### src/rtl/regfile_pkg.sv
// Shared types and constants for the integer register file write-back path.
// Holds register-file geometry, requester indices and a one-hot helper.
package regfile_pkg;

   localparam int XLEN   = 64;
   localparam int NREGS  = 32;
   localparam int REG_AW = 5;

   localparam int WB_ALU = 0;
   localparam int WB_LSU = 1;
   localparam int WB_MDU = 2;
   localparam int NREQ   = 3;

   // Decode a register index into a one-hot register mask.
   function automatic logic [NREGS-1:0] reg_onehot(
      input logic [REG_AW-1:0] a
   );
      logic [NREGS-1:0] m;
      m    = '0;
      m[a] = 1'b1;
      return m;
   endfunction

endpackage

### src/rtl/regfile_wb_arbiter_rr_arbiter.sv
// Round-robin arbiter with an internal rotating priority pointer.
// The scan starts at the pointer; after a grant the pointer moves past the winner.
module rr_arbiter #(
   parameter int NREQ = 3
) (
   input  logic            clk,
   input  logic            rst,
   input  logic [NREQ-1:0] req,
   input  logic            advance,
   output logic [NREQ-1:0] gnt
);

   localparam int PW = (NREQ > 1) ? $clog2(NREQ) : 1;

   logic [PW-1:0] r_ptr;
   logic [PW-1:0] w_idx;
   logic [PW-1:0] w_nxt;
   logic          w_found;

   // Rotated priority scan: first valid requester at or after the pointer.
   always_comb begin
      gnt     = '0;
      w_idx   = r_ptr;
      w_found = 1'b0;
      for (int k = 0; k < NREQ; k++) begin
         int j;
         j = int'(r_ptr) + k;
         if (j >= NREQ) j = j - NREQ;
         if (!w_found && req[j]) begin
            w_found = 1'b1;
            gnt[j]  = 1'b1;
            w_idx   = PW'(j);
         end
      end
      if (rst) gnt = '0;
   end

   // Pointer for the next cycle: one past the winner, wrapping at NREQ.
   always_comb begin
      w_nxt = '0;
      if (int'(w_idx) != NREQ - 1) w_nxt = w_idx + 1'b1;
   end

   // Pointer register; it only moves on a completed handshake.
   always_ff @(posedge clk) begin
      if (rst) begin
         r_ptr <= '0;
      end else if (advance && w_found) begin
         r_ptr <= w_nxt;
      end
   end

endmodule

### src/rtl/regfile_wb_arbiter.sv
// Write-port owner for the 32x64 integer regfile: round-robin write-back
// arbitration, registered write, and a busy scoreboard for hazard stalls.
module regfile_wb_arbiter #(
   parameter int XLEN = regfile_pkg::XLEN,
   parameter int NREQ = regfile_pkg::NREQ
) (
   input  logic                 clk,
   input  logic                 rst,
   input  logic [NREQ-1:0]      req_valid,
   input  logic [5*NREQ-1:0]    req_addr,
   input  logic [XLEN*NREQ-1:0] req_data,
   output logic [NREQ-1:0]      req_ready,
   output logic                 rf_wen,
   output logic [4:0]           rf_waddr,
   output logic [XLEN-1:0]      rf_wdata,
   input  logic                 sb_set,
   input  logic [4:0]           sb_set_addr,
   input  logic [4:0]           rs1_addr,
   input  logic [4:0]           rs2_addr,
   output logic                 rs1_busy,
   output logic                 rs2_busy,
   output logic [31:0]          busy_vec
);

   import regfile_pkg::*;

   logic [NREQ-1:0]   w_gnt;
   logic              w_hs;
   logic [4:0]        w_addr;
   logic [XLEN-1:0]   w_data;
   logic [NREGS-1:0]  w_set;
   logic [NREGS-1:0]  w_clr;

   logic              r_wen;
   logic [4:0]        r_waddr;
   logic [XLEN-1:0]   r_wdata;
   logic [NREGS-1:0]  r_busy;

   rr_arbiter #(
      .NREQ    (NREQ)
   ) u_arb (
      .clk     (clk),
      .rst     (rst),
      .req     (req_valid),
      .advance (w_hs),
      .gnt     (w_gnt)
   );

   assign req_ready = w_gnt;
   assign w_hs      = |w_gnt;

   // Select the granted requester's address and data (grant is one-hot).
   always_comb begin
      w_addr = '0;
      w_data = '0;
      for (int i = 0; i < NREQ; i++) begin
         if (w_gnt[i]) begin
            w_addr = w_addr | req_addr[5*i +: 5];
            w_data = w_data | req_data[XLEN*i +: XLEN];
         end
      end
   end

   // Registered write towards the regfile; x0 writes are absorbed here.
   always_ff @(posedge clk) begin
      if (rst) begin
         r_wen   <= 1'b0;
         r_waddr <= '0;
         r_wdata <= '0;
      end else begin
         r_wen <= w_hs && (w_addr != '0);
         if (w_hs) begin
            r_waddr <= w_addr;
            r_wdata <= w_data;
         end
      end
   end

   // Scoreboard set/clear masks; a set of the same register overrides a clear.
   always_comb begin
      w_set = '0;
      w_clr = '0;
      if (sb_set && (sb_set_addr != '0)) w_set = reg_onehot(sb_set_addr);
      if (r_wen) w_clr = reg_onehot(r_waddr);
   end

   // Busy scoreboard; x0 can never be marked busy.
   always_ff @(posedge clk) begin
      if (rst) begin
         r_busy <= '0;
      end else begin
         r_busy <= ((r_busy & ~w_clr) | w_set) & ~NREGS'(1);
      end
   end

   assign rf_wen   = r_wen;
   assign rf_waddr = r_waddr;
   assign rf_wdata = r_wdata;
   assign busy_vec = r_busy;
   assign rs1_busy = (rs1_addr != '0) && r_busy[rs1_addr];
   assign rs2_busy = (rs2_addr != '0) && r_busy[rs2_addr];

endmodule

### config.mk
export PLATFORM = sky130hd
export DESIGN_NAME = regfile_wb_arbiter
export DESIGN_NICKNAME = d
export VERILOG_FILES = /design/src/rtl/regfile_pkg.sv /design/src/rtl/regfile_wb_arbiter_rr_arbiter.sv /design/src/rtl/regfile_wb_arbiter.sv
export SDC_FILE = /design/constraint.sdc
export NUM_CORES = 1
export LEC_CHECK = 0
export BUFFER_PORTS_ARGS = -buffer_cell sky130_fd_sc_hd__buf_2
export CAP_MARGIN = 20
export CORE_AREA = 2 2 129 131
export CTS_CLUSTER_SIZE = 20
export DETAILED_ROUTE_END_ITERATION = 6
export DIE_AREA = 0 0 131 133
export PLACE_DENSITY = 0.7
export SLEW_MARGIN = 20
export SYNTH_ARGS = -nofsm -noshare
export SYNTH_HDL_FRONTEND = slang
export SYNTH_SLANG_ARGS = --single-unit
### constraint.sdc
create_clock -name clk -period 2.6 [get_ports clk]
set_clock_uncertainty 0.15 [all_clocks]
set_input_delay 0.26 -clock clk [delete_from_list [all_inputs] [get_ports clk]]
set_output_delay 0.26 -clock clk [all_outputs]
set_load 0.005 [all_outputs]
Yosys cells after proc, flatten, opt, wreduce, memory -nomap -nowiden
Index checks and enable logic that the tools add are counted.
Cells by class
  add/subtract/negate cells: 6
  magnitude comparators: 15
  equality and inequality tests: 1
  mux-type cells: 45
  bitwise logic cells: 9
  reductions and logical operators: 19
Operators by type and width (number)
  $mux 64: 3
  $mux 32: 5
  $or 64x64->64: 2
  $ge 32x1->1 const B: 3
  $lt 32x4->1 const B: 3
  $ge 32x3->1 const B: 2
  $sub 32x3->32 const B: 2
  $and 32x32->32: 1
  $not 32->32: 1
  $or 32x32->32: 1
  $lt 5x6->1 const B: 4
  $reduce_bool 5->1: 4
  $mux 1: 16
  $mux 5: 3
  $logic_and 1x1->1: 12
  $mux 3: 4
  $bmux 1 s5: 2
  $demux 1 s5: 2
  $ge 5x1->1 const B: 2
  $or 5x5->5: 2
  $mux 2: 4
  $bmux 1 s2: 3
  $demux 1 s2: 3
  $or 3x3->3: 2
  other kinds (8): 9
Word-level totals
  register bits: 104
  bits of input ports: 228
  output and inout bits: 107
  word-level logic and storage cells: 101

Longest topological paths before layout
Gate-level depths: netlist of run 1.
  depth after elaboration: 20
  gate-level depth with buffers: 13
  gate-level depth less buffers: 9

Modules after synthesis
A second synthesis of run 1 with hierarchy kept.
Unflattened totals
  cells, all modules: 589
  area, all modules: 5198.7 µm²
Modules (own cells, without submodules)
  regfile_wb_arbiter: instances 1, cells an instance 532, area an instance 4733.3 µm², sequential area each 2021.9 µm²
  rr_arbiter: instances 1, cells an instance 57, area an instance 465.4 µm², sequential area each 40.0 µm²

Worst setup path before layout of run 1
OpenSTA, ideal clock, no wires.
  path kind: register to register
  from: register u_arb.r_ptr[0]
  to: register r_wdata[10], in the netlist rf_wdata[10]
  library setup time: 0.133 ns
  arrival time: 2.360 ns
  required time: 2.317 ns
  slack: -0.043 ns
  stages on the path, launching flop included: 12
  buffers on the path: 3
  clock period less this slack: 2.643 ns
  cell sequence: dfxtp_1 > inv_1 > ha_1 > buf_4 > inv_1 > a211o_1 > a32oi_2 > nor2_2 > buf_2 > clkbuf_1 > a222oi_1 > a21oi_1
Between the ends
  longest elaborated chain between the ends: 18
  elaborated cells between the ends (all ways): 53
  those cells by class: 5 x add/sub; 9 x order compare; 27 x mux; 4 x bitwise; 8 x reduce/logical
RTL lines
  start, declared: line regfile_wb_arbiter_rr_arbiter.sv:15  | logic [PW-1:0] r_ptr;
  start signal, assigned: line regfile_wb_arbiter_rr_arbiter.sv:49  | r_ptr <= w_nxt;
  parallel branches: the longest is 11 deep, another holds $sub 32x3->32
  $mux 3 (*): line regfile_wb_arbiter_rr_arbiter.sv:29  | if (!w_found && req[j]) begin
  $mux 3 (*): line regfile_wb_arbiter_rr_arbiter.sv:35  | if (rst) gnt = '0;
  $mux 64: line regfile_wb_arbiter.sv:57  | if (w_gnt[i]) begin
  $or 64x64->64: line regfile_wb_arbiter.sv:59  | w_data = w_data | req_data[XLEN*i +: XLEN];
  $mux 64: line regfile_wb_arbiter.sv:57
  $or 64x64->64: line regfile_wb_arbiter.sv:59
  $mux 64: line regfile_wb_arbiter.sv:57
  end signal, assigned: line regfile_wb_arbiter.sv:74  | r_wdata <= w_data;
  end, declared: line regfile_wb_arbiter.sv:36  | logic [XLEN-1:0] r_wdata;
Mark *: on every way between the ends. The select of a mux whose other input is x is not followed.
A chain may end at the register's enable or synchronous reset.

Worst setup path in the final report of run 1
  from: register u_arb.r_ptr[0]
  to: register r_waddr[2], in the netlist rf_waddr[2]
Between the ends
  longest elaborated chain between the ends: 18
  elaborated cells between the ends (all ways): 53
  those cells by class: 5 x add/sub; 9 x order compare; 27 x mux; 4 x bitwise; 8 x reduce/logical
RTL lines
  parallel branches: the longest is 11 deep, another holds $sub 32x3->32
  $mux 3 (*): line regfile_wb_arbiter_rr_arbiter.sv:29
  $mux 3 (*): line regfile_wb_arbiter_rr_arbiter.sv:35
  $mux 5: line regfile_wb_arbiter.sv:57
  $or 5x5->5: line regfile_wb_arbiter.sv:58  | w_addr = w_addr | req_addr[5*i +: 5];
  $mux 5: line regfile_wb_arbiter.sv:57
  $or 5x5->5: line regfile_wb_arbiter.sv:58
  $mux 5: line regfile_wb_arbiter.sv:57
  end signal, assigned: line regfile_wb_arbiter.sv:73  | r_waddr <= w_addr;
  end, declared: line regfile_wb_arbiter.sv:35  | logic [4:0] r_waddr;
Marks and branches as above.

==> impl.org, run 1 <==
** Min path
- The min-delay analysis places its worst path in the category in -> reg.

** GRT
- The first global-routing pass estimated 38000 µm of wire.
- The via count of the first global-routing pass came to 6749.
- Entering global routing, the biggest net connects 68 pins.
- Antenna violations before repair :: 6
- Sum of overflow across all layers after global routing :: 0
- Global routing used 28.6% of the available tracks across all layers.

** Layout
- In the final design database the tool counted 1226 nets.
- Of the cells placed in the final design, the portion with a size suffix greater than 1 is 56.3%.
- Area overhead of the layout relative to synthesis :: 67.0%
- Final instance area :: 0.00941 mm²

** Timing
- In this run the tightest slew margin relative to its limit is 23.2%.
- RSZ-0062 raised after global routing :: true
- The number of max-slew violations in the final report was 0.
- The count of endpoints failing hold in the final timing report was 0.
- In the post-route analysis, the smallest setup slack over all paths is -0.0716 ns.
- In the finished design, the share of the clock period the worst path needs comes to 103%.
- Final setup violation count :: 41
- Total negative slack :: -1.20 ns
- Counting I/O delays and the setup requirement, the final critical path takes 2.67 ns.
- At the pin with the least slew margin, the transition time is 1.15 ns.
- Maximum frequency from static timing analysis :: 374 MHz

** Synthesis
- Counting every instance in the synthesized netlist gives 609.
- Top FF cell, synth :: dfxtp_1
- After synthesis, the share of flip-flops with an asynchronous set or reset is 0%.
- After synthesis the netlist holds a flip-flop and latch count of 103.
- Yosys printed 0 warnings.
- Synth cell count leaders :: 103 x a21oi_1, 103 x dfxtp_1, 68 x a222oi_1
- The synthesized netlist occupies a cell area of 0.00564 mm².
- Ranked by total cell area, the synthesized netlist is headed by dfxtp_1 37%, a222oi_1 12%, a21oi_1 9.1%.
- Most area-hungry cell type in the Yosys netlist :: dfxtp_1
- Fraction of synthesized cell area taken by the top area cell type :: 36.6%
- When the netlist entered floorplanning its net count stood at 841.
- Count of flip-flops with a built-in enable after synthesis :: 0
- Register area share after synthesis :: 36.6%
- The average instance in the mapped netlist occupies 9.25 µm².
- The netlist uses 56 different library cells.

** CTS
- The later pin in the worst-skew pair is clocked with a latency of 0.36 ns.
- Number of CTS-inserted buffers :: 9
- H-tree depth reported by CTS :: 3
- CTS tree :: done
- The root buffer cell chosen for the clock tree is clkbuf_16.
- Clock tree synthesis found a total of 103 sinks.
- Clock slew at the register clock pins of the worst setup and hold paths :: 0.07 ns
- Maximum clock path buffer count :: 2

** Worst setup path
- Required time at the endpoint of the critical path :: 2.68 ns
- Along the worst path, the maximum fanout reaches 14.
- The worst setup path is of the reg -> reg kind.
- Worst reg-to-reg path cell count :: 9
- Critical Path Sink :: rf_waddr[2]
- Reg2Reg Setup Slack :: -0.07 ns
- Worst path arrival time :: 2.75 ns
- In this run the worst setup path begins at u_arb.r_ptr[0].
- Worst flop-to-flop path startpoint :: u_arb.r_ptr[0]
- The worst setup path is captured at a flop.
- R2r endpoint :: rf_waddr[2]
- STA classifies the critical path startpoint as a flop.

** Detailed routing
- Routed length per placed instance :: 22.7 µm
- The detail route stage leaves a number of antenna-violating nets equal to 0.
- For this run, the detailed router's first-pass iteration total came to 7.
- Summed over all layers, the routed wires come to 27700 µm.
- In the routed design, unresolved DRC markers number 52.
- Drt initial violations :: 1033
- For this block, the via count after detailed routing is 7315.
- Dividing the detail-routed via count by the number of cells gives 5.98.

** Floorplanning
- Pin placement for this block handled 335 I/O pins.
- The initial utilization of the core area, before any placement, comes to 34.8%.
- Y dimension of the die :: 133 µm
- From left edge to right edge, the die measures 131 µm.
- The floorplan has 47 rows.
- The die covers 0.0174 mm².
- The floorplan step defined a core boundary enclosing 0.0162 mm².

** Placement
- Final weighted congestion in routability-driven placement :: 0.896
- Summed over all nets, the half-perimeter wirelength after detailed placement is 18100 µm.
- Port buffering added 333 buffers.
- Area of placed instances :: 0.00782 mm²

** Outcome
- The flow ran to the end, but the final reports show violations.
- Violations in the final reports :: design-rule violations, negative setup slack

** Run
- Max-cap violations :: 0

** Power
- Summed over all cells, the static leakage comes to 4.09 nW.
- Power Density :: 1080 mW/mm²
- Worst IR drop on VDD :: 480 µV
-- cell type report --
class / count / area (µm²)
antenna: 5 / 12.5
clock buffer: 10 / 239
clock inverter: 5 / 82.6
fill: 1402 / 6760
inverter: 8 / 58.8
multi-input combinational: 434 / 3740
sequential: 103 / 2070
tap: 220 / 275
timing repair buffer: 435 / 2910
timing repair inverter: 3 / 28.8
-- how the worst min path moves through the flow --
stage,start,endpoint,slack [ns],cells past startpoint
4_1_cts,rst,rf_waddr[2],0.01,2
3_5_place_dp,busy_vec[31],busy_vec[31],0.35,2
6_report,rst,rf_waddr[2],0.02,2
3_3_place_gp,busy_vec[31],busy_vec[31],0.34,2
5_1_grt,rst,rf_waddr[2],0.04,2
2_1_floorplan,req_addr[0],rf_wen,0.29,2
-- per-stage QoR --
stage / hold WS [ns] / setup WS, ns / instances / util, % / power [mW]
2_1_floorplan: 0.288 / 0.000969 / 609 / - / 4.72
4_1_cts: 0.0122 / -0.0611 / 1202 / 53.8 / 8.92
5_1_grt: 0.0374 / -0.177 / 1220 / 58.1 / 10.6
6_report: 0.0223 / -0.0716 / 1223 / 58.2 / 10.2
3_3_place_gp: 0.338 / -0.180 / 1162 / 48.3 / 6.63
3_5_place_dp: 0.351 / -0.190 / 1162 / 48.3 / 6.65
-- state kept, by name, indices dropped and copies added, names as in the netlist --
register and cells:
busy_vec 31, rf_wdata 64, rf_waddr 5, rf_wen 1, u_arb.r_ptr 2
-- cell usage in the layout, fill, tap and decap left out, drive strengths merged, types with 5 or more instances in the layout --
cell	count
diode	5
a222oi	68
clkbuf	17
inv	10
mux4	18
buf	427
nand3b	7
nor2	14
o31ai	65
nand3	7
a21oi	103
nand2	49
dfxtp	103
o21ai	40
-- worst max-delay path, cell delays in order (launching register included) --
cell,delay (ns)
dfxtp_2,0.35
buf_4,0.13
ha_4,0.17
mux2i_4,0.27
o21ai_4,0.11
a2111oi_4,0.41
nor2_4,0.11
buf_4,0.21
a222oi_1,0.51
a21oi_1,0.13
-- routing by layer --
metal / track usage [%] / part of all wire [%] / vias up / wire (µm)
met2: 46.2 / 49 / 441 / 13600
li1: - / - / 3272 / -
met5: 0 / 0.079 / - / 22
met1: 36.5 / 37 / 3536 / 10400
met3: 8.01 / 11 / 62 / 2930
met4: 9.52 / 2.8 / 4 / 787
-- cell families (layout without fill, tap and decap cells) --
| logic type | Yosys count | count (layout) | synth area share [%] |
|---|---|---|---|
| AOI/OAI and AO/OA | 301 | 301 | 38.1 |
| adders and majority gates | 4 | 4 | 0.888 |
| muxes | 24 | 24 | 8.41 |
| buffers and inverters | 73 | 461 | 6.93 |
| other | 1 | 6 | 0.0665 |
| DFF | 103 | 103 | 36.6 |
| and+or+nand+nor | 103 | 104 | 9.04 |
-- repair_timing --
action / CTS / global route
pin swaps: 33 / 39
buffers inserted: 17 / 4
setup endpoints to repair: 75 / 75
hold buffers: 0 / 0
cloned: 8 / 12
resized for setup: 45 / 78
-- power by group --
part	internal [mW]	total (mW)	switching, mW
Combinational	3.00	6.12	3.12
Sequential	2.12	2.58	0.456
Clock	0.867	1.50	0.630
Note: power is estimated with default switching activity, not from simulation.
==> run 2, diff against run 1 <==
--- a/config.mk
+++ b/config.mk
@@ -7,12 +7,15 @@
 export LEC_CHECK = 0
 export BUFFER_PORTS_ARGS = -buffer_cell sky130_fd_sc_hd__buf_2
 export CAP_MARGIN = 20
-export CORE_AREA = 2 2 129 131
+export CORE_AREA = 2 2 130 132
 export CTS_CLUSTER_SIZE = 20
 export DETAILED_ROUTE_END_ITERATION = 6
-export DIE_AREA = 0 0 131 133
-export PLACE_DENSITY = 0.7
+export DIE_AREA = 0 0 132 134
+export PLACE_DENSITY = 0.66
+export SETUP_SLACK_MARGIN = 0.05
 export SLEW_MARGIN = 20
 export SYNTH_ARGS = -nofsm -noshare
 export SYNTH_HDL_FRONTEND = slang
+export SYNTH_HIERARCHICAL = 1
 export SYNTH_SLANG_ARGS = --single-unit
+export TNS_END_PERCENT = 1
==> impl.org, run 2 <==
** Detailed routing
- The iteration-0 DRC count of the detailed router came to 807 (-22%).
- Number of remaining DRC errors :: 13 (-75%)
- Sum of routed wire length over all layers :: 22900 µm (-17%)
- The number of routed nets with antenna violations came to 0 (unchanged).
- The detailed-route via count is 6417 (-12%).
- The first-pass iteration count of the detailed router came to 7 (unchanged).
- The average routed wire per standard cell is 19.6 µm (-14%).
- Number of vias per cell :: 5.48 (-8.3%)

** Layout
- Count of placed standard cells in the final layout, fillers left out :: 1170 (-4.3%)
- Leaving out fill and tap cells, the most frequent cell in the layout is buf_2.
- The end-of-flow core utilization is 49.3% (-8.9 points).
- Relative to the synthesized area, the layout overhead comes to 54.5%.
- Top library cells by usage in the layout, fill and taps aside :: 331 x buf_2, 113 x nand2_1, 102 x a21oi_1
- Max FFs per register :: 64 (unchanged)
- The number of nets in the layout came to 1176 (-4.1%).
- Number of filler instances in the final layout :: 1617 (+15%)
- Fraction of final layout cells with drive strength greater than 1 :: 47.2% (-9.1 points)

** Synthesis
- The number of unique standard cell types used by synthesis was 54 (-3.6%).
- The number of instances in the synthesized netlist came to 589 (-3.3%).
- Most common cell in the synthesized netlist :: nand2_1
- The share of async-settable or async-resettable flops after synthesis is 0% (unchanged).
- Register area share after synthesis :: 39.7% (+3.1 points)
- Register bit total from synthesis :: 103 (unchanged)
- Synth top area cells :: dfxtp_1 40%, a222oi_1 13%, a21oi_1 9.8%
- The number of nets produced by synthesis was 821 (-2.4%).
- Total of warnings raised by yosys :: 6 (+6)
- The share of the synthesized area in the top cell type was 39.7% (+3.1 points).
- Synth cell count leaders :: 114 x nand2_1, 103 x dfxtp_1, 102 x a21oi_1
- Syn Std Cell Area :: 0.00520 mm² (-7.7%)
- Count of flip-flops with a built-in enable after synthesis :: 0 (unchanged)
- Top FF cell, synth :: dfxtp_1
- Most area-hungry cell type in the Yosys netlist :: dfxtp_1
- The synthesized area per cell is 8.83 µm² (-4.6%).

** GRT
- GRT Util Overall :: 24.0% (-4.6 points)
- Wire length of the first global-routing pass :: 33000 µm (-13%)
- Vias in the first global route :: 5862 (-13%)
- The initial antenna violation count is 1 (-5).
- The largest net degree at the start of global routing was 57 (-16%).
- The residual overflow from global routing came to 0 (unchanged).

** Power
- The sequential share of power came to 29.2% (+3.9 points).
- Worst IR drop on VDD :: 548 µV (+14%)
- The proportion of power drawn by combinational gates was 54.3% (-5.7 points).
- The overall power after layout came to 7.92 mW (-22%).
- The clock group share of total power was 16.5% (+1.8 points).
- Leakage power total :: 3.64 nW (-11%)
- Switching power total :: 3.10 mW (-26%)
- Power Density :: 986 mW/mm² (-9.0%)
- The switching share of total power was 39.1% (-2.2 points).
- Total internal power :: 4.82 mW (-19%)

** Worst setup path
- The data arrival at the endpoint of the critical path came to 2.89 ns (+0.14 ns).
- Among cell families on the critical path, the largest total delay comes from compound AO/OA/AOI/OAI gates.
- Startpoint type of the worst setup path :: flop
- For this design, the slowest cell found on the critical path is dfxtp_2.
- Required time at the endpoint of the critical path :: 2.71 ns (+0.03 ns)
- Largest stage delay on the critical path :: 0.33 ns (-0.18 ns)
- Worst-path cell chain :: buf_6 > ha_4 > and4bb_1 > a31oi_4 > o21ai_4 > nand3_1 > a31oi_4 > buf_4 > nor3_4 > inv_4 > o31ai_4 > a2111o_1 > a21oi_1
- Counting stages on the worst path, the most repeated cell is a31oi_4.
- Count of buffering cells on the critical path with inverters included :: 3 (+1)
- The worst setup path is captured at a flop.
- The critical path in this run is classified as reg -> reg.
- Critical Path Fanout Max :: 5 (-9)

** CTS
- The number of sinks handled by clock tree synthesis was 103 (unchanged).
- Maximum clock path buffer count :: 2 (unchanged)
- H-tree depth reported by CTS :: 3 (unchanged)
- The clock transition time at the flip-flop clock pins of the worst setup and hold paths is 0.07 ns (about the same).
- The clock latency on the worst-skew pair is 0.34 ns (-0.02 ns).
- Number of CTS-inserted buffers :: 9 (unchanged)
- Clock tree synthesis selected as its root buffer the cell clkbuf_16.
- The hold buffer count at CTS was 0 (unchanged).
- CTS tree :: done

** Timing
- Final Critical Period :: 2.78 ns (+0.109 ns)
- The setup slack of the critical path after layout came to -0.181 ns (-0.109 ns).
- RSZ-0062 raised after global routing :: true
- The worst max-slew margin expressed relative to the limit came to 56.5% (+33 points).
- Maximum frequency from static timing analysis :: 360 MHz (-3.9%)
- The portion of the clock cycle consumed by the worst path in the final layout was 107% (+4.2 points).
- The final setup violation count came to 75 (+83%).
- Count of pins over their slew limit :: 0 (unchanged)
- Final hold vios :: 0 (unchanged)
- The measured slew at the worst slew-check pin was 0.650 ns (-0.502 ns).

** Floorplanning
- The vertical extent of the die was 134 µm (+0.75%).
- The area enclosed by the die boundary came to 0.0177 mm² (+1.5%).
- The number of top-level design ports came to 335 (unchanged).
- Die Width :: 132 µm (+0.76%)
- The count of standard-cell rows is 47 (unchanged).
- Core ar. :: 0.0163 mm² (+0.73%)
- Initial core utilization :: 31.9% (-2.9 points)

** Outcome
- The flow ran to the end, but the final reports show violations.
- Violations in the final reports :: design-rule violations, negative setup slack

** Placement
- The number of buffers added on ports was 333 (unchanged).
- The global placer's final weighted congestion was 0.923 (+3.0%).
- Final HPWL from detailed placement :: 17200 µm (-5.1%)
- The instance count after placement with tap cells included came to 1135 (-2.3%).

** Min path
- The min-delay analysis places its worst path in the category in -> reg.

** Run
- Max-cap violations :: 0 (unchanged)
run 2: cell types whose count changed after synthesis, sizes merged, moves of 3 or more:
cell	previous run	this run
a211oi	0	3
and3b	1	4
buf	31	10
clkbuf	34	43
inv	8	5
mux2i	2	6
mux4	18	14
nand2	48	114
nor2	14	11
nor2b	0	3
nor3b	4	8
o21ai	40	37
o31ai	65	1
run 2: power groups by stage:
stage	Sequential, mW	Clock (mW)	Combinational, mW
global route	2.37	1.40	4.61
finish	2.31	1.30	4.30
detailed placement	2.34	0	3.78
global placement	2.32	0	3.76
floorplan	2.32	0	2.04
CTS	2.31	1.34	4.15
run 2: layer usage:
metal	global-route usage (%)	up-vias	wire, µm
li1	-	3003	-
met3	5.06	45	1930
met2	40.0	371	11200
met1	30.3	2998	9030
met5	0	-	0
met4	9.96	0	722
run 2: through the flow:
step	hold slack (ns)	worst slack, ns	cell area, µm²	setup TNS [ns]
after global routing	0.0338	-0.274	8030	-14.15
final	0.0360	-0.181	8030	-5.83
after CTS	0.0240	-0.154	7940	-6.08
after global placement	0.289	-0.181	7380	-4.09
after floorplan	0.172	-0.0874	5280	-2.97
after detailed placement	0.294	-0.249	7380	-9.29
run 2: logic make-up (layout without fill, tap and decap cells):
| family | Yosys count | in the layout | share of synthesized area, % |
|---|---|---|---|
| compound gates | 230 | 230 | 30.8 |
| fa+ha+maj | 4 | 4 | 0.963 |
| buf+inv | 59 | 419 | 5.17 |
| flops | 103 | 103 | 39.7 |
| mux | 22 | 22 | 8.01 |
| other cells | 1 | 2 | 0.0721 |
| simple gates | 170 | 170 | 15.3 |
run 2: what timing repair did:
item                                    4_1_cts  5_1_grt
endpoints found under the setup margin       75       75
gates resized for setup                      16       10
pin swaps                                    74       14
buffers inserted                             10        3
gates cloned                                  4        1
run 2: cell type report:
cell class,count,area (µm²),area share (%)
Inverter,5,21.3,0.265
Sequential cell,103,2070,25.7
Timing Repair Buffer,398,2380,29.7
Clock inverter,4,28.8,0.358
Clock buffer,12,256,3.19
Antenna cell,1,2.50,0.0312
Multi-Input combinational cell,427,3000,37.3
Tap cell,220,275,3.43
run 2: worst register-to-register path, stage by stage, from the launching register on:
cell and delay (ns):
dfxtp_2 0.33, buf_6 0.12, ha_4 0.25, and4bb_1 0.32, a31oi_4 0.06, o21ai_4 0.19
nand3_1 0.14, a31oi_4 0.28, buf_4 0.17, nor3_4 0.06, inv_4 0.09, o31ai_4 0.08
a2111o_1 0.30, a21oi_1 0.16
run 2: final timing paths:
kind,from,endpoint,slack (ns),cells past startpoint
max,u_arb/r_ptr[1],u_arb/r_ptr[1],-0.18,13
min,req_data[148],rf_wdata[20],0.04,3
max reg2reg,u_arb/r_ptr[1],u_arb/r_ptr[1],-0.18,13
min reg2reg,rf_wdata[1],rf_wdata[1],0.30,2
==> run 3, diff against run 2 <==
--- a/config.mk
+++ b/config.mk
@@ -7,11 +7,10 @@
 export LEC_CHECK = 0
 export BUFFER_PORTS_ARGS = -buffer_cell sky130_fd_sc_hd__buf_2
 export CAP_MARGIN = 20
-export CORE_AREA = 2 2 130 132
+export CORE_AREA = 2 2 131 133
 export CTS_CLUSTER_SIZE = 20
 export DETAILED_ROUTE_END_ITERATION = 6
-export DIE_AREA = 0 0 132 134
-export PLACE_DENSITY = 0.66
+export DIE_AREA = 0 0 133 135
 export SETUP_SLACK_MARGIN = 0.05
 export SLEW_MARGIN = 20
 export SYNTH_ARGS = -nofsm -noshare
==> constraint.sdc (replaced) <==
create_clock -name clk -period 2.9 [get_ports clk]
set_clock_uncertainty 0.15 [all_clocks]
set_input_delay 0.29 -clock clk [delete_from_list [all_inputs] [get_ports clk]]
set_output_delay 0.29 -clock clk [all_outputs]
set_load 0.005 [all_outputs]
==> impl.org, run 3 (synthesis results as in run 2) <==
** Detailed routing
- Total number of vias :: 6387 (-0.47%)
- Number of vias per cell :: 5.55 (+1.2%)
- Post-route ant nets :: 0 (unchanged)
- Drt initial violations :: 757 (-6.2%)
- The average routed wire per standard cell is 19.6 µm (+0.26%).
- Number of remaining DRC errors :: 0 (-13)
- The wire length reported by the detailed router is 22600 µm (-1.4%).
- The first-pass iteration count of the detailed router was 7 (unchanged).

** Layout
- Area overhead of the layout relative to synthesis :: 49.4%
- The final standard cell count with taps included and fillers excluded was 1151 (-1.6%).
- Top library cells by usage in the layout, fill and taps aside :: 332 x buf_2, 113 x nand2_1, 102 x a21oi_1
- The number of nets in the layout was 1150 (-2.2%).
- The flip-flop count of the largest register after layout was 64 (unchanged).
- The proportion of layout cells with a drive suffix above 1 came to 46.2% (-1.1 points).
- Leaving out fill and tap cells, the most frequent cell in the layout is buf_2.
- Number of filler instances in the final layout :: 1653 (+2.2%)

** Worst setup path
- STA classifies the critical path startpoint as a flop.
- Standard cell with the maximum stage delay on the critical path :: a222oi_1
- Worst path arrival time :: 2.85 ns (-0.04 ns)
- The worst setup path is of the reg -> reg kind.
- Among cell families on the critical path, the largest total delay comes from compound AO/OA/AOI/OAI gates.
- The critical path required time came to 2.97 ns (+0.26 ns).
- The worst setup path is captured at a flop.
- The critical path's largest stage delay came to 0.46 ns (+0.13 ns).
- The total buffers and inverters traversed by the critical path came to 3 (unchanged).
- Worst-path cell chain :: inv_2 > ha_4 > and4bb_1 > a31oi_2 > o21ai_2 > nand3_1 > a31oi_4 > buf_12 > a222oi_1 > buf_4 > a21oi_1
- The maximum fanout encountered on the critical timing path came to 51 (+46).

** GRT
- The wire length of the first global-routing pass is 33200 µm (+0.65%).
- The met2 capacity usage during global routing was 39.8% (-0.18 points).
- Global-route layer with the greatest usage :: met2
- GRT Util Overall :: 23.9% (-0.086 points)
- The via count of the first global-routing pass came to 5961 (+1.7%).
- The residual overflow from global routing is 0 (unchanged).
- Antenna violations before repair :: 12 (+11)
- Fraction of met3 tracks used by global routing :: 7.09% (+2.0 points)
- Met1 track demand over resource :: 28.4% (-1.9 points)
- The largest net degree at the start of global routing was 58 (+1.8%).

** CTS
- The clock latency on the worst-skew pair came to 0.35 ns (about the same).
- The hold buffer count at CTS is 0 (unchanged).
- The number of sinks handled by clock tree synthesis came to 103 (unchanged).
- Clock tree root driver cell :: clkbuf_16
- Clock slew at the register clock pins of the worst setup and hold paths :: 0.07 ns (about the same)
- The number of buffers added by the clock tree synthesis step was 9 (unchanged).
- The buffer levels on the longest clock path was 2 (unchanged).
- TritonCTS built the clock tree.
- The H-tree depth reported by CTS came to 3 (unchanged).

** Placement
- The instance count after placement with tap cells included came to 1108 (-2.4%).
- Final HPWL from detailed placement :: 16500 µm (-3.9%)
- The global placer's final weighted congestion came to 0.922 (about the same).
- Quantity of I/O buffers inserted on ports :: 333 (unchanged)

** Power
- Part of the power in combinational logic :: 51.6% (-2.7 points)
- Clock network power share :: 17.6% (+1.1 points)
- The reported net switching power came to 2.70 mW (-13%).
- Worst IR drop on VDD :: 396 µV (-28%)
- Flop pwr share :: 30.8% (+1.6 points)
- The leakage power was 3.49 nW (-4.2%).
- Total internal power :: 4.03 mW (-16%)
- Power Density :: 866 mW/mm² (-12%)
- The overall power after layout was 6.73 mW (-15%).
- The switching share of total power came to 40.1% (+1.0 points).

** Timing
- The shortest clock period the worst path allows after layout is 2.79 ns (+0.00580 ns).
- The portion of the clock cycle consumed by the worst path in the final layout is 96.1% (-11 points).
- Maximum frequency from static timing analysis :: 359 MHz (-0.21%)
- Transition at the pin with the smallest max-transition slack :: 0.704 ns (+0.0535 ns)
- The final setup violation count came to 0 (-100%).
- Count of pins over their slew limit :: 0 (unchanged)
- The count of endpoints failing hold in the final timing report is 0 (unchanged).
- The worst max-slew margin expressed relative to the limit came to 52.9% (-3.6 points).
- RSZ-0062 raised after global routing :: true

** Floorplanning
- The die outline width is 133 µm (+0.76%).
- The count of standard-cell rows came to 47 (unchanged).
- Die area :: 0.0180 mm² (+1.5%)
- Number of I/O pins :: 335 (unchanged)
- The effective utilization at floorplan came to 31.7% (-0.23 points).
- Core ar. :: 0.0164 mm² (+0.72%)
- Y dimension of the die :: 135 µm (+0.75%)

** Run
- The number of max-capacitance violations reported came to 0 (unchanged).

** Outcome
- The run finished with clean final reports.

** Min path
- In this run the worst hold path is classified as in -> reg.
-- run 3: cell count changes in the layout (fill, tap and decap cells not counted), moves of 2 or more --
cell,change
buf_16,-3
buf_4,-20
buf_6,-3
diode_2,+7
mux2i_1,-2
mux2i_2,+2
-- run 3: final cells by class --
type | instances | area (µm²) | share of cell area [%]
multi-input cells | 427 | 2990 | 38.5
repair buffers | 372 | 2110 | 27.1
well taps | 220 | 275 | 3.54
flip-flops and latches | 103 | 2070 | 26.7
inverters | 5 | 18.8 | 0.242
clock buffers | 10 | 239 | 3.08
diodes | 8 | 20.0 | 0.258
clock inverters | 6 | 45.0 | 0.580
-- run 3: through the flow --
stage	setup TNS, ns	worst slack (ns)	utilization, %	hold slack, ns	cell area, µm²
CTS	0	0.0576	46.7	0.0434	7660
detailed placement	-0.0449	-0.0240	43.6	0.293	7160
global placement	-0.0264	-0.0264	43.6	0.289	7160
global route	0	0.0344	47.3	0.0562	7760
finish	0	0.114	47.3	0.0561	7760
floorplan	0	0.0467	-	0.209	5220
-- run 3: worst register-to-register path: stages, from the launching register on --
cell and delay [ns]:
dfxtp_4 0.37, inv_2 0.06, ha_4 0.29, and4bb_1 0.19
a31oi_2 0.20, o21ai_2 0.12, nand3_1 0.14, a31oi_4 0.19
buf_12 0.24, a222oi_1 0.49, buf_4 0.18, a21oi_1 0.05
-- run 3: final timing paths --
| kind | slack (ns) | endpoint | depth (start not counted) | startpoint |
|---|---|---|---|---|
| worst min-delay path | 0.06 | rf_wdata[30] | 3 | req_data[158] |
| worst max register to register | 0.11 | rf_wdata[63] | 11 | u_arb/r_ptr[0] |
| worst min register to register | 0.30 | rf_wdata[40] | 2 | rf_wdata[40] |
| worst max-delay path | 0.11 | rf_wdata[63] | 11 | u_arb/r_ptr[0] |
-- run 3: timing repair --
item / in CTS / in global routing
cloned: 3 / 0
pin swaps: 4 / 14
setup buffers: 10 / 6
resized for setup: 9 / 11
setup endpoints to repair: 36 / 75
-- run 3: power groups by stage --
stage	Sequential, mW	Combinational, mW	Clock, mW
CTS	2.07	3.36	1.21
floorplan	2.08	1.73	0
global placement	2.08	3.04	0
global route	2.13	3.71	1.28
detailed placement	2.09	3.05	0
finish	2.07	3.47	1.19
-- run 3: per-layer routing --
layer,vias to the layer above,share of wire [%]
met3,58,9.5
li1,2957,-
met5,-,0.28
met2,344,48
met1,3020,38
met4,8,3.9
